`src/rtl/mult_div_unit_if.sv`:
```
`default_nettype none
// ============================================================================
// Module   : mult_div_unit_if
// Purpose  : Request / HI-LO access bundle between the pipeline and the MDU.
// Revision : 1.0  initial release
// ============================================================================
interface mult_div_unit_if #(
   parameter int WIDTH = 32
);
   logic             Start;
   logic [1:0]       Op;
   logic [WIDTH-1:0] A;
   logic [WIDTH-1:0] B;
   logic             WrHi;
   logic             WrLo;
   logic [WIDTH-1:0] WrData;
   logic             RdHiLo;
   logic             Busy;
   logic             Stall;
   logic             Done;
   logic             DivZero;
   logic [WIDTH-1:0] Hi;
   logic [WIDTH-1:0] Lo;

   modport master (
      output Start, Op, A, B, WrHi, WrLo, WrData, RdHiLo,
      input  Busy, Stall, Done, DivZero, Hi, Lo
   );

   modport slave (
      input  Start, Op, A, B, WrHi, WrLo, WrData, RdHiLo,
      output Busy, Stall, Done, DivZero, Hi, Lo
   );
endinterface
`default_nettype wire

```
`src/rtl/mult_div_unit.sv`:
```
`default_nettype none
// ============================================================================
// Module   : mult_div_unit
// Purpose  : Iterative shift-add multiplier / restoring divider with HI/LO.
//            Define MDU_EARLY_OUT_EN to end multiplies after the top set bit of |B|.
// Revision : 1.0  initial release
// ============================================================================
module mult_div_unit #(
   parameter int WIDTH = 32
) (
   input  wire logic      clk,
   input  wire logic      reset,
   mult_div_unit_if.slave bus
);

   localparam int         CNT_W   = $clog2(WIDTH + 1);
   localparam logic [1:0] OP_MULT = 2'd0;
   localparam logic [1:0] OP_DIV  = 2'd2;

   typedef enum logic [1:0] {
      IDLE = 2'd0,
      CALC = 2'd1,
      FIX  = 2'd2
   } state_t;

   state_t               state_q, state_d;
   logic [1:0]           op_q, op_d;
   logic [2*WIDTH-1:0]   acc_q, acc_d;
   logic [2*WIDTH-1:0]   mcand_q, mcand_d;
   logic [WIDTH-1:0]     mplr_q, mplr_d;
   logic [CNT_W-1:0]     cnt_q, cnt_d;
   logic                 neg_q, neg_d;
   logic                 sign_a_q, sign_a_d;
   logic [WIDTH-1:0]     hi_q, hi_d;
   logic [WIDTH-1:0]     lo_q, lo_d;
   logic                 done_q, done_d;
   logic                 div_zero_q, div_zero_d;

   logic                 is_signed;
   logic [WIDTH-1:0]     mag_a;
   logic [WIDTH-1:0]     mag_b;
   logic [CNT_W-1:0]     mul_iters;
   logic [WIDTH:0]       rem_sh;
   logic [WIDTH:0]       diff;
   logic [2*WIDTH-1:0]   prod;
   logic [WIDTH-1:0]     quo;
   logic [WIDTH-1:0]     rem;

   assign is_signed = ~bus.Op[0];
   assign mag_a     = (is_signed && bus.A[WIDTH-1]) ? -bus.A : bus.A;
   assign mag_b     = (is_signed && bus.B[WIDTH-1]) ? -bus.B : bus.B;

`ifdef MDU_EARLY_OUT_EN
   // Once the multiplier magnitude runs out of set bits the rest of the sum is zero.
   always_comb begin
      mul_iters = '0;
      for (int i = 0; i < WIDTH; i++) begin
         if (mag_b[i]) begin
            mul_iters = CNT_W'(i + 1);
         end
      end
   end
`else
   assign mul_iters = CNT_W'(WIDTH);
`endif

   // Restoring step: partial remainder sits in acc_q upper half, dividend bits below.
   assign rem_sh = {acc_q[2*WIDTH-1:WIDTH], acc_q[WIDTH-1]};
   assign diff   = rem_sh - {1'b0, mplr_q};

   always_comb begin
      state_d    = state_q;
      op_d       = op_q;
      acc_d      = acc_q;
      mcand_d    = mcand_q;
      mplr_d     = mplr_q;
      cnt_d      = cnt_q;
      neg_d      = neg_q;
      sign_a_d   = sign_a_q;
      hi_d       = hi_q;
      lo_d       = lo_q;
      done_d     = 1'b0;
      div_zero_d = 1'b0;
      prod       = '0;
      quo        = '0;
      rem        = '0;

      case (state_q)
         IDLE: begin
            if (bus.Start) begin
               op_d     = bus.Op;
               sign_a_d = is_signed & bus.A[WIDTH-1];
               neg_d    = is_signed & (bus.A[WIDTH-1] ^ bus.B[WIDTH-1]);
               mplr_d   = mag_b;
               if (bus.Op[1]) begin
                  // Raw dividend is parked in mcand for the divide-by-zero result.
                  acc_d   = {{WIDTH{1'b0}}, mag_a};
                  mcand_d = {{WIDTH{1'b0}}, bus.A};
                  cnt_d   = CNT_W'(WIDTH);
                  state_d = CALC;
               end else begin
                  acc_d   = '0;
                  mcand_d = {{WIDTH{1'b0}}, mag_a};
                  cnt_d   = mul_iters;
                  state_d = (mul_iters == '0) ? FIX : CALC;
               end
            end else begin
               if (bus.WrHi) begin
                  hi_d = bus.WrData;
               end
               if (bus.WrLo) begin
                  lo_d = bus.WrData;
               end
            end
         end

         CALC: begin
            if (op_q[1]) begin
               if (!diff[WIDTH]) begin
                  acc_d = {diff[WIDTH-1:0], acc_q[WIDTH-2:0], 1'b1};
               end else begin
                  acc_d = {rem_sh[WIDTH-1:0], acc_q[WIDTH-2:0], 1'b0};
               end
            end else begin
               if (mplr_q[0]) begin
                  acc_d = acc_q + mcand_q;
               end
               mcand_d = mcand_q << 1;
               mplr_d  = mplr_q >> 1;
            end
            cnt_d = cnt_q - CNT_W'(1);
            if (cnt_q == CNT_W'(1)) begin
               state_d = FIX;
            end
         end

         FIX: begin
            if (op_q[1]) begin
               quo = acc_q[WIDTH-1:0];
               rem = acc_q[2*WIDTH-1:WIDTH];
               if (mplr_q == '0) begin
                  lo_d       = '1;
                  hi_d       = mcand_q[WIDTH-1:0];
                  div_zero_d = 1'b1;
               end else begin
                  // Most-negative / -1 falls out naturally: quotient magnitude equals A.
                  lo_d = (op_q == OP_DIV && neg_q)    ? -quo : quo;
                  hi_d = (op_q == OP_DIV && sign_a_q) ? -rem : rem;
               end
            end else begin
               prod = (op_q == OP_MULT && neg_q) ? -acc_q : acc_q;
               hi_d = prod[2*WIDTH-1:WIDTH];
               lo_d = prod[WIDTH-1:0];
            end
            done_d  = 1'b1;
            state_d = IDLE;
         end

         default: begin
            state_d = IDLE;
         end
      endcase
   end

   always_ff @(posedge clk) begin
      if (!reset) begin
         state_q    <= IDLE;
         op_q       <= '0;
         acc_q      <= '0;
         mcand_q    <= '0;
         mplr_q     <= '0;
         cnt_q      <= '0;
         neg_q      <= 1'b0;
         sign_a_q   <= 1'b0;
         hi_q       <= '0;
         lo_q       <= '0;
         done_q     <= 1'b0;
         div_zero_q <= 1'b0;
      end else begin
         state_q    <= state_d;
         op_q       <= op_d;
         acc_q      <= acc_d;
         mcand_q    <= mcand_d;
         mplr_q     <= mplr_d;
         cnt_q      <= cnt_d;
         neg_q      <= neg_d;
         sign_a_q   <= sign_a_d;
         hi_q       <= hi_d;
         lo_q       <= lo_d;
         done_q     <= done_d;
         div_zero_q <= div_zero_d;
      end
   end

   assign bus.Busy    = (state_q != IDLE);
   assign bus.Stall   = bus.Busy & (bus.RdHiLo | bus.Start | bus.WrHi | bus.WrLo);
   assign bus.Done    = done_q;
   assign bus.DivZero = div_zero_q;
   assign bus.Hi      = hi_q;
   assign bus.Lo      = lo_q;

endmodule
`default_nettype wire
```
`src/flat_wrapper.sv`:
```
// flat-port wrapper written by rule: the top's interface ports become plain ports
module mult_div_unit_flat 
#(
   parameter int WIDTH = 32
)
  (clk, reset, bus_Start, bus_Op, bus_A, bus_B, bus_WrHi, bus_WrLo, bus_WrData, bus_RdHiLo, bus_Busy, bus_Stall, bus_Done, bus_DivZero, bus_Hi, bus_Lo);
  mult_div_unit_if #(.WIDTH(WIDTH)) bus_i ();
  input  wire logic clk;
  input  wire logic reset;
  input wire logic [$bits(bus_i.Start)-1:0] bus_Start;
  input wire logic [$bits(bus_i.Op)-1:0] bus_Op;
  input wire logic [$bits(bus_i.A)-1:0] bus_A;
  input wire logic [$bits(bus_i.B)-1:0] bus_B;
  input wire logic [$bits(bus_i.WrHi)-1:0] bus_WrHi;
  input wire logic [$bits(bus_i.WrLo)-1:0] bus_WrLo;
  input wire logic [$bits(bus_i.WrData)-1:0] bus_WrData;
  input wire logic [$bits(bus_i.RdHiLo)-1:0] bus_RdHiLo;
  output wire logic [$bits(bus_i.Busy)-1:0] bus_Busy;
  output wire logic [$bits(bus_i.Stall)-1:0] bus_Stall;
  output wire logic [$bits(bus_i.Done)-1:0] bus_Done;
  output wire logic [$bits(bus_i.DivZero)-1:0] bus_DivZero;
  output wire logic [$bits(bus_i.Hi)-1:0] bus_Hi;
  output wire logic [$bits(bus_i.Lo)-1:0] bus_Lo;
  assign bus_i.Start = bus_Start;
  assign bus_i.Op = bus_Op;
  assign bus_i.A = bus_A;
  assign bus_i.B = bus_B;
  assign bus_i.WrHi = bus_WrHi;
  assign bus_i.WrLo = bus_WrLo;
  assign bus_i.WrData = bus_WrData;
  assign bus_i.RdHiLo = bus_RdHiLo;
  assign bus_Busy = bus_i.Busy;
  assign bus_Stall = bus_i.Stall;
  assign bus_Done = bus_i.Done;
  assign bus_DivZero = bus_i.DivZero;
  assign bus_Hi = bus_i.Hi;
  assign bus_Lo = bus_i.Lo;
  mult_div_unit #(.WIDTH(WIDTH)) u_core (.clk(clk), .reset(reset), .bus(bus_i));
endmodule
```
`config.mk`:
```
export PLATFORM = sky130hd
export DESIGN_NAME = mult_div_unit_flat
export DESIGN_NICKNAME = d
export VERILOG_FILES = /design/src/rtl/mult_div_unit_if.sv /design/src/rtl/mult_div_unit.sv /design/src/flat_wrapper.sv
export SDC_FILE = /design/constraint.sdc
export NUM_CORES = 1
export LEC_CHECK = 0
export ABC_AREA = 1
export BUFFER_PORTS_ARGS = -buffer_cell sky130_fd_sc_hd__buf_2
export CAP_MARGIN = 20
export CORE_AREA = 10 10 274 276
export CTS_BUF_LIST = sky130_fd_sc_hd__clkbuf_4
export DETAILED_ROUTE_END_ITERATION = 16
export DIE_AREA = 0 0 284 286
export HOLD_SLACK_MARGIN = 0.12
export PLACE_DENSITY = 0.48
export SLEW_MARGIN = 10
export SYNTH_ARGS = -nofsm -noshare
export SYNTH_HDL_FRONTEND = slang
export SYNTH_SLANG_ARGS = --single-unit
export TNS_END_PERCENT = 30
```
`constraint.sdc`:
```
create_clock -name clk -period 3 [get_ports clk]
set_clock_uncertainty 0.2 [all_clocks]
set_input_delay 0.15 -clock clk [delete_from_list [all_inputs] [get_ports clk]]
set_output_delay 0.15 -clock clk [all_outputs]
set_load 0.05 [all_outputs]
```
==> flow_summary.yaml, run 1 <==
setup_path:
  crit_chain: "dlygate4sd3_1 -> buf_2 -> dlygate4sd3_1 -> inv_1 -> nand4_1 -> nor3_4 -> nand3b_1 -> nand2_1 -> o21ai_0 -> xor2_1 -> dlygate4sd3_1 -> o21ai_0 -> a21oi_1"
  cpMaxStageDelayCell: "dlygate4sd3_1"
  r2r_cells: 12
  cp_data_required_time_ns: 3.50
  crit_top_cell: "dlygate4sd3_1"
  cp-start-kind: "primary input"
  max_stage_delay_ns: 0.60
  cp-end-kind: "register"
  path_class: "primary input to register"
  path_max_fanout: 5
  arrival_ns: 3.43
timing:
  fin_setup_tns_ns: 0
  hold_violations: 0
  hold_slack_ns: 0.1843
  setup_viol: 0
  worst_pin_slew_ns: 1.095
  final.period_utilization_pct: 97.50
  fin_crit_ns: 2.925
  rsz0062_at_grt: "true"
  maxSlewHeadroom_pct: 26.95
  timing.fmax_mhz: 341.9
  final-max-slew-violation-count: 0
power:
  pwr_density_cell_mw_per_mm2: 460.9
  p_sw_mw: 6.733
  p_int_mw: 7.508
  p_leak_nw: 15.89
  clock_power_share_pct: 24.1
  comb_power_share_pct: 49.2
  seqPwrFrac_pct: 26.8
  swShare_pct: 47.28
  ir_drop_mv: 0.1959
  fin_total_pwr_mw: 14.24
routing:
  wl_mm: 121.7
  drcViolationCount: 0
  wl_per_cell_um: 20.41
  via_per_inst: 5.143
  vias: 30660
  dr.pass1.iters: 6
  drtAntennaViolNets: 0
  drtIter0Drc: 3020
synth:
  async_reset_ff_share_pct: 0
  syn_inst: 4406
  syn_area_sq_mm: 0.02413
  syn_nets: 4613
  synth_flop_cell: "dfxtp_1"
  synth_area_per_cell_sq_um: 5.476
  yosys_warnings: 0
  seq_area_frac_synth_pct: 19.75
  ys_ff_latch: 238
  synth_top_cell_by_area: "nand2_1"
  synth_area_leaders: "nand2_1 (22%), dfxtp_1 (20%), inv_1 (11%), a21oi_1 (8.4%), nand3_1 (6.7%)"
  synth_edf_count: 0
  ys_types: 55
  yosysTopAreaCellShare_pct: 22.46
floorplanning:
  num_io_pins: 172
  die_x_um: 284
  dieArea_sq_mm: 0.08122
  row_count: 97
  chipHeight_um: 286
  core_sq_mm: 0.06954
  start_util_pct: 34.70
global_routing:
  grt_pass1_vias: 28610
  antenna_found_initial: 3
  track_usage_pct: 28.65
  grt_first_pass_wirelength_mm: 180.7
  overflow: 0
  grt_max_degree: 97
clock_network:
  path_clk_slew_ns: 0.06
  cts_root_buf: "clkbuf_4"
  cts_buffers: 76
  clock-sinks: 238
  tritoncts: "done"
  h-tree-depth: 3
  clk_path_buf_depth: 3
  worstSkewPairLatency_ns: 0.86
final_layout:
  nets: 5172
  area_growth_pct: 28.04
  regArea_sq_mm: 0.004768
  drive_gt1_share_pct: 11.38
  multiInputGateArea_sq_mm: 0.01620
  fillers: 7749
min_path:
  hp-class: "primary input to register"
  whs_path_depth: 7
placement:
  io_buffers: 171
  dp_hpwl_mm: 96.73
  gp_congestion: 0.9983
run_status:
  status: "finished clean"
flow_run:
  maxCapViolCount: 0
-- registers in the layout, indices dropped and copies added, names as in the netlist, 2 cells and up --
signal          flops
u_core.state_q      2
u_core.mcand_q     64
u_core.bus.Hi      32
u_core.cnt_q        6
u_core.mplr_q      32
u_core.bus.Lo      32
u_core.acc_q       64
u_core.op_q         2
-- power by group through the flow --
stage | Sequential, mW | Clock, mW | Combinational, mW
after floorplan | 4.07 | 0 | 3.81
after global placement | 3.87 | 0 | 6.45
after detailed placement | 3.87 | 0 | 6.42
after CTS | 3.80 | 3.52 | 6.82
after global routing | 3.84 | 3.68 | 7.62
final | 3.81 | 3.43 | 7.00
-- cells in the final DEF (no fill, tap or decap), types with 6 or more instances in the layout --
| master | synthesis | final |
|---|---|---|
| o21ai_1 | 19 | 19 |
| nand2_2 | 10 | 15 |
| o211ai_1 | 13 | 13 |
| nand2_1 | 1444 | 1439 |
| buf_12 | 0 | 12 |
| nand3_2 | 1 | 6 |
| nand3_1 | 323 | 318 |
| a221oi_1 | 23 | 22 |
| dfxtp_1 | 238 | 237 |
| inv_1 | 692 | 688 |
| nor2_2 | 14 | 18 |
| inv_2 | 14 | 16 |
| o21ai_0 | 231 | 229 |
| a21oi_1 | 405 | 404 |
| xnor2_1 | 12 | 12 |
| nor2_1 | 389 | 381 |
| nor3_1 | 47 | 45 |
| o21bai_1 | 7 | 7 |
| or2_2 | 7 | 7 |
| nor4_1 | 9 | 9 |
| a31oi_1 | 15 | 15 |
| clkinv_1 | 1 | 17 |
| buf_4 | 2 | 181 |
| nand3b_1 | 9 | 9 |
| buf_2 | 41 | 171 |
| nor2_4 | 4 | 8 |
| o221ai_1 | 29 | 29 |
| xor2_1 | 102 | 102 |
| ha_1 | 101 | 101 |
| dlygate4sd3_1 | 0 | 265 |
| a22oi_1 | 8 | 8 |
| nand4_1 | 43 | 43 |
| clkbuf_4 | 0 | 106 |
-- synth_stat cells, drive strengths merged (12+ instances only) --
cell    number
a21oi      408
a221oi      23
a31oi       15
buf         56
clkbuf      94
dfxtp      238
ha         101
inv        706
nand2     1456
nand3      324
nand4       43
nor2       407
nor3        49
o211ai      13
o21ai      251
o221ai      29
xnor2       12
xor2       102
-- kinds of logic after synthesis --
logic type / count (synthesis) / synth area share (%)
adders and majority gates: 103 / 5.403
muxes: 1 / 0.04148
DFF: 238 / 19.75
and+or+nand+nor: 2316 / 39.34
AOI/OAI and AO/OA: 777 / 17.63
xor gates and xnor gates: 114 / 4.138
buffers and inverters: 857 / 13.70
-- final timing paths --
kind,startpoint,to,slack [ns]
hold reg to reg,u_core.mplr_q[24]$_SDFFE_PN0P_,u_core.mplr_q[24]$_SDFFE_PN0P_,0.27
hold / removal,bus_WrHi,u_core.bus.Hi[0]$_SDFFE_PN0P_,0.18
setup / recovery,bus_B[4],u_core.mplr_q[16]$_SDFFE_PN0P_,0.07
setup reg to reg,u_core.mplr_q[4]$_SDFFE_PN0P_,u_core.bus.Lo[1]$_SDFFE_PN0P_,0.16
-- through the flow --
stage	instance area (sq um)	utilization (%)	instances	worst slack, ns
6_report	30890	44.43	5961	0.07488
2_1_floorplan	24130	-	4406	0.4459
3_3_place_gp	27070	38.93	5554	0.2186
4_1_cts	30710	44.16	5953	0.009573
3_5_place_dp	27070	38.93	5554	0.1709
5_1_grt	30890	44.43	5961	-0.06117
-- critical path, delay by kind of cell --
family          cells  cell delay, ns
buf+inv             5            1.93
simple gates        4            0.81
xor+xnor            1            0.18
compound gates      3            0.35
-- layout make-up --
cell class	instances	share of cell area, %
diodes	3	0.02430
clock buffers	106	2.576
clock inverters	25	0.5103
inverters	707	8.602
multi-input cells	3311	52.43
flip-flops and latches	238	15.43
well taps	940	3.807
repair buffers	631	16.62
-- what timing repair did --
action,CTS,global route
endpoints found under the hold margin,177,0
hold buffers,268,0
gates resized for setup,0,36
endpoints found under the setup margin,0,54
setup buffers,0,7
-- metal layers --
metal / track usage [%] / routed length, um
met1: 37.74 / 54040
met2: 46.04 / 53870
met3: 4.337 / 8270
met4: 12.21 / 5492
met5: 0 / 0
Note: power is estimated with default switching activity, not from simulation.
==> run 2: changes to the inputs <==
ABC_AREA = default   (was 1)
CORE_AREA = 10 10 251 253   (was 10 10 274 276)
DIE_AREA = 0 0 261 263   (was 0 0 284 286)
==> run 2 against run 1 <==
Against the previous run: the flow now finishes with violations (setup timing); sequential power decreased by 6.8%; sequential share of layout area increased by 0.55 points; flip-flop and latch count unchanged; global-route usage decreased by 2.0 points; routed wire length decreased by 22%; utilization increased by 7.1 points; first-iteration DRC count decreased by 29%; register-to-register slack got worse by 0.83 ns; critical path type is now register to register; highest routed layer is now met5.
==> flow_summary.yaml, run 2 <==
run_status:
  status: "complete, but fails checks"
  violations: "setup timing"
clock_network:
  cts_buffers: 77
  tritoncts: "done"
  path_clk_slew_ns: 0.07
  worstSkewPairLatency_ns: 0.86
  clk_path_buf_depth: 3
  cts_root_buf: "clkbuf_4"
  clock-sinks: 238
  h-tree-depth: 3
power:
  fin_total_pwr_mw: 11.73
  pwr_density_cell_mw_per_mm2: 391.0
  p_leak_nw: 13.30
  ir_drop_mv: 0.2724
setup_path:
  cp-end-kind: "register"
  path_class: "register to register"
  arrival_ns: 4.15
  path_max_fanout: 5
  crit_chain: "inv_2 -> ha_4 -> fa_2 -> nor2b_4 -> o31a_1 -> o41a_1 -> a2111oi_4 -> o21a_4 -> o211ai_4 -> a21oi_4 -> buf_12 -> xnor2_4 -> buf_4 -> mux2i_1 -> nor2_1 -> a221o_1"
  cp_data_required_time_ns: 3.48
  path_buf_inv: 3
  cp_top_family: "compound AO/OA/AOI/OAI gates"
  rr_startpoint: "u_core.acc_q[31]$_SDFFE_PN0P_"
  cp-start-kind: "register"
  cpMaxStageDelayCell: "o41a_1"
  crit_path_start: "u_core.acc_q[31]$_SDFFE_PN0P_"
  rrSetupSlack_ns: -0.67
  max_stage_delay_ns: 0.39
timing:
  timing.fmax_mhz: 272.6
  layout_setup_ws_ns: -0.6689
  fin_crit_ns: 3.669
  hold_violations: 0
  final-max-slew-violation-count: 0
  setup_viol: 75
  hold_slack_ns: 0.1865
  maxSlewHeadroom_pct: 54.73
  worst_pin_slew_ns: 0.6791
  final.period_utilization_pct: 122.3
  rsz0062_at_grt: "true"
  fin_setup_tns_ns: -24.26
final_layout:
  nets: 3789
  area_growth_pct: 49.19
  regArea_sq_mm: 0.004792
  multiInputGateArea_sq_mm: 0.01525
  top_regs: "u_core.acc_q x64, u_core.mcand_q x64"
  final_cell_mix: "buf_4 (555), nor2_1 (276), nand2_1 (247), a21oi_1 (230), dfxtp_1 (222)"
  final_common_cell: "buf_4"
  final_core_util_pct: 51.49
  drive_gt1_share_pct: 30.12
  fillers: 5684
global_routing:
  met3_usage_pct: 5.051
  use_met2_pct: 39.45
  antenna_found_initial: 7
  grt_pass1_vias: 23110
  grt_first_pass_wirelength_mm: 142.2
  overflow: 0
  track_usage_pct: 26.64
  grt_max_degree: 79
  grt_util_met1_pct: 39.01
  grt-busiest-layer: "met2"
synth:
  ys_types: 84
  synth_edf_count: 0
  syn_inst: 2743
  synth_area_per_cell_sq_um: 7.327
  synth_common_cells: "nor2_1 (293), nand2_1 (252), a21oi_1 (251)"
  syn_area_sq_mm: 0.02010
  yosysTopAreaCellShare_pct: 23.71
  ys_ff_latch: 238
  seq_area_frac_synth_pct: 23.71
  synth_flop_cell: "dfxtp_1"
  syn_nets: 2950
  async_reset_ff_share_pct: 0
  yosys_warnings: 0
  synth_top_cell_by_area: "dfxtp_1"
  synth.most_common_cell: "nor2_1"
  synth_area_leaders: "dfxtp_1 (24%), ha_1 (6.3%), a21oi_1 (6.3%), xnor2_1 (5.9%), nor2_1 (5.5%)"
floorplanning:
  start_util_pct: 34.51
  chipHeight_um: 263
  die_x_um: 261
  core_sq_mm: 0.05824
  num_io_pins: 172
  dieArea_sq_mm: 0.06864
  row_count: 89
routing:
  wl_mm: 94.83
  wl_per_cell_um: 21.46
  vias: 24240
  drcViolationCount: 0
  dr.pass1.iters: 6
  drtIter0Drc: 2144
  drtAntennaViolNets: 0
  via_per_inst: 5.486
flow_run:
  maxCapViolCount: 0
min_path:
  min_from: "bus_A[8]"
  hp-class: "primary input to register"
placement:
  dp_hpwl_mm: 73.33
  gp_congestion: 0.9592
  io_buffers: 171
  dpl_worst_slack_ns: -0.7832
## run 2: cell types whose count changed after synthesis, moves of 96 or more
cell / change
inv_1: -630
nand3_1: -278
xnor2_1: +123
a21oi_1: -154
nand2_1: -1192
nor2_1: -96
## run 2: stage by stage
step / cells / instance area, sq um
2_1_floorplan: 2743 / 20170
3_5_place_dp: 4038 / 25620
4_1_cts: 4395 / 29210
3_3_place_gp: 4038 / 25620
6_report: 4418 / 29990
5_1_grt: 4416 / 29980
## run 2: logic make-up after synthesis
family | after synthesis | share of synthesized area (%)
compound gates | 936 | 30.59
simple gates | 901 | 21.05
buf+inv | 280 | 5.403
xor+xnor | 245 | 10.77
flops | 238 | 23.71
fa+ha+maj | 103 | 6.487
mux | 40 | 1.998
## run 2: cell type report
type | instances | share of cell area (%)
multi-input combinational | 2226 | 50.87
timing repair buffer | 977 | 25.81
sequential | 238 | 15.98
tap | 773 | 3.225
clock buffer | 109 | 2.729
inverter | 62 | 0.7844
clock inverter | 24 | 0.5257
antenna | 9 | 0.07511
## run 2: worst min-delay path: stages
cell and delay (ns):
buf_2 0.10, or4_1 0.12, or3_4 0.13, or3_4 0.14
o21ai_0 0.09, xor2_1 0.17, a211oi_1 0.10, a21oi_1 0.11
nor2_1 0.05
## run 2: metal layers
layer / vias up / routed length [um]
li1: 11720 / -
met1: 11540 / 45420
met2: 885 / 40320
met3: 98 / 7463
met4: 2 / 1608
met5: - / 13
## run 2: path summary, 6_finish.rpt
| kind | endpoint | cells past startpoint |
|---|---|---|
| worst max-delay path | u_core.acc_q[41]$_SDFFE_PN0P_ | 16 |
| worst min-delay path | u_core.mcand_q[18]$_SDFFE_PN0P_ | 9 |
| worst max register to register | u_core.acc_q[41]$_SDFFE_PN0P_ | 16 |
| worst min register to register | u_core.bus.Lo[26]$_SDFFE_PN0P_ | 2 |
## run 2: where the power goes
group	internal, mW	total [mW]	switching (mW)
Sequential	3.38	3.55	0.164
Combinational	2.05	4.69	2.64
Clock	1.84	3.49	1.65
Total	7.27	11.7	4.45
## run 2: what timing repair did
action | CTS | global route
hold endpoints to repair | 238 | 7
pin swaps | 41 | 58
resized for setup | 96 | 152
endpoints found under the setup margin | 87 | 114
cloned | 2 | 0
hold buffers | 216 | 2
buffers inserted | 6 | 15
==> run 3: changes to the inputs <==
CTS_CLUSTER_SIZE = 40   (was default)
TNS_END_PERCENT = 10   (was 30)
==> run 3 against run 2 <==
Against the previous run: the flow still finishes with violations (setup timing); largest power group unchanged; register-to-register slack about the same; sequential power barely moved; critical path type unchanged; total power fell by 0.55%.
==> flow_summary.yaml, run 3 (synthesis gave the netlist of run 2 again) <==
run_status:
  status: "complete, but fails checks"
  violations: "setup timing"
clock_network:
  cts_buffers: 77
  cts_root_buf: "clkbuf_4"
  worstSkewPairLatency_ns: 0.85
  clock-sinks: 238
  h-tree-depth: 3
  clk_path_buf_depth: 3
  tritoncts: "done"
  path_clk_slew_ns: 0.06
setup_path:
  rr_startpoint: "u_core.acc_q[31]$_SDFFE_PN0P_"
  cp-start-kind: "register"
  rrSetupSlack_ns: -0.67
  cp_data_required_time_ns: 3.48
  arrival_ns: 4.14
  r2r_cells: 15
  reg2reg_to: "u_core.acc_q[56]$_SDFFE_PN0P_"
  path_class: "register to register"
  path_max_fanout: 5
  cp-end-kind: "register"
timing:
  rsz0062_at_grt: "true"
  fin_crit_ns: 3.666
  worst_pin_slew_ns: 1.058
  layout_setup_ws_ns: -0.6661
  setup_viol: 67
  final.period_utilization_pct: 122.2
  final-max-slew-violation-count: 0
  maxSlewHeadroom_pct: 29.41
  timing.fmax_mhz: 272.8
  hold_violations: 0
routing:
  dr.pass1.iters: 5
  highest_layer: "met4"
  via_per_inst: 5.522
  wl_met2_mm: 40.30
  wl_per_cell_um: 22.13
  wl_mm: 97.65
  wl_met3_mm: 8.130
  drcViolationCount: 0
  route.layer.met1.wl_mm: 46.05
  drtIter0Drc: 2030
  vias: 24370
  drtAntennaViolNets: 0
final_layout:
  area_growth_pct: 47.65
  top_regs: "u_core.acc_q x64, u_core.mcand_q x64"
  nets: 3791
  stdcell_count: 4413
  final_common_cell: "buf_4"
  drive_gt1_share_pct: 30.20
  final_cell_mix: "buf_4 (585), nor2_1 (285), nand2_1 (245), a21oi_1 (231), dfxtp_1 (226)"
  final_core_util_pct: 50.96
global_routing:
  grt_max_degree: 94
  track_usage_pct: 27.59
  grt_pass1_vias: 23820
  overflow: 0
  grt_first_pass_wirelength_mm: 146.8
  antenna_found_initial: 3
floorplanning:
  core_sq_mm: 0.05824
  num_io_pins: 172
  start_util_pct: 34.51
  die_x_um: 261
  chipHeight_um: 263
  dieArea_sq_mm: 0.06864
  row_count: 89
power:
  fin_total_pwr_mw: 11.66
  clock_power_share_pct: 28.8
  p_leak_nw: 13.27
  ir_drop_mv: 0.2591
  swShare_pct: 38.94
  p_sw_mw: 4.541
  comb_power_share_pct: 40.8
  seqPwrFrac_pct: 30.3
  p_int_mw: 7.119
  pwr_density_cell_mw_per_mm2: 392.9
min_path:
  whs_path_depth: 6
  min_from: "bus_WrData[4]"
  worst_hold_path.endpoint: "u_core.bus.Lo[4]$_SDFFE_PN0P_"
  hp-class: "primary input to register"
flow_run:
  maxCapViolCount: 0
placement:
  gp_congestion: 0.9636
  dp_hpwl_mm: 76.11
  dp.cells: 4073
  io_buffers: 171
-- run 3: changes by cell type in the layout (fill, tap and decap cells not counted), sizes merged --
| cell | change |
|---|---|
| bufinv | -2 |
| inv | -2 |
| clkinvlp | -1 |
| dlygate4sd3 | -21 |
| diode | -8 |
| clkinv | +5 |
| buf | +24 |
-- run 3: worst max path at each step --
stage	to	depth (start not counted)	start	slack, ns
global route	u_core.acc_q[56]$_SDFFE_PN0P_	15	u_core.acc_q[31]$_SDFFE_PN0P_	-0.77
global placement	u_core.acc_q[63]$_SDFFE_PN0P_	13	u_core.mcand_q[7]$_SDFFE_PN0P_	-0.78
CTS	u_core.acc_q[56]$_SDFFE_PN0P_	15	u_core.acc_q[31]$_SDFFE_PN0P_	-0.66
detailed placement	u_core.acc_q[63]$_SDFFE_PN0P_	13	u_core.mcand_q[7]$_SDFFE_PN0P_	-0.78
floorplan	u_core.acc_q[56]$_SDFFE_PN0P_	15	u_core.acc_q[31]$_SDFFE_PN0P_	-0.45
finish	u_core.acc_q[56]$_SDFFE_PN0P_	15	u_core.acc_q[31]$_SDFFE_PN0P_	-0.67
-- run 3: layer usage --
metal / GRT usage (%) / vias to the layer above
li1: - / 11710
met1: 39.21 / 11590
met2: 39.83 / 923
met3: 6.161 / 147
met4: 9.967 / 0
met5: 0 / -
-- run 3: per-stage QoR --
stage | area [sq um] | setup slack, ns | hold slack (ns) | TNS, ns
after floorplan | 20160 | -0.4527 | 0.1055 | -12.31
after global routing | 29680 | -0.7736 | 0.2145 | -31.63
after detailed placement | 25870 | -0.7797 | 0.2433 | -33.87
final | 29680 | -0.6661 | 0.1762 | -20.41
after CTS | 29230 | -0.6630 | 0.1301 | -21.08
after global placement | 25870 | -0.7791 | 0.2325 | -30.38
-- run 3: worst max-delay path, stage by stage, from the launching register on --
cell and delay [ns]:
dfxtp_4 0.34, inv_2 0.05, ha_4 0.13, fa_2 0.23, nor2b_4 0.05, o31a_1 0.32
o41a_1 0.37, a2111oi_4 0.39, o21a_4 0.19, o211ai_4 0.08, a21oi_4 0.24, xnor2_4 0.22
buf_4 0.20, mux2i_1 0.21, nor2_1 0.07, a221o_1 0.25
-- run 3: layout make-up --
class / count / area [sq um]
Inverter: 62 / 235.2
Timing Repair Buffer: 979 / 7640
Clock buffer: 110 / 825.8
Antenna cell: 1 / 2.502
Sequential cell: 238 / 4785
Multi-Input combinational cell: 2226 / 15120
Clock inverter: 24 / 100.1
Fill cell: 5748 / 28560
Tap cell: 773 / 967.2
-- run 3: power groups by stage --
stage	Sequential [mW]	Combinational (mW)	Clock [mW]
floorplan	3.79	2.04	0
global placement	3.58	4.22	0
detailed placement	3.59	4.24	0
CTS	3.53	4.59	3.45
global route	3.56	5.11	3.61
finish	3.54	4.76	3.36
-- run 3: what timing repair did --
action                                  CTS  global route
hold buffers                            195             0
endpoints found under the hold margin   236             0
gates resized for setup                 106           102
pin swaps                                39            38
endpoints found under the setup margin   89           105
gates cloned                              1             0
setup buffers                             6             3
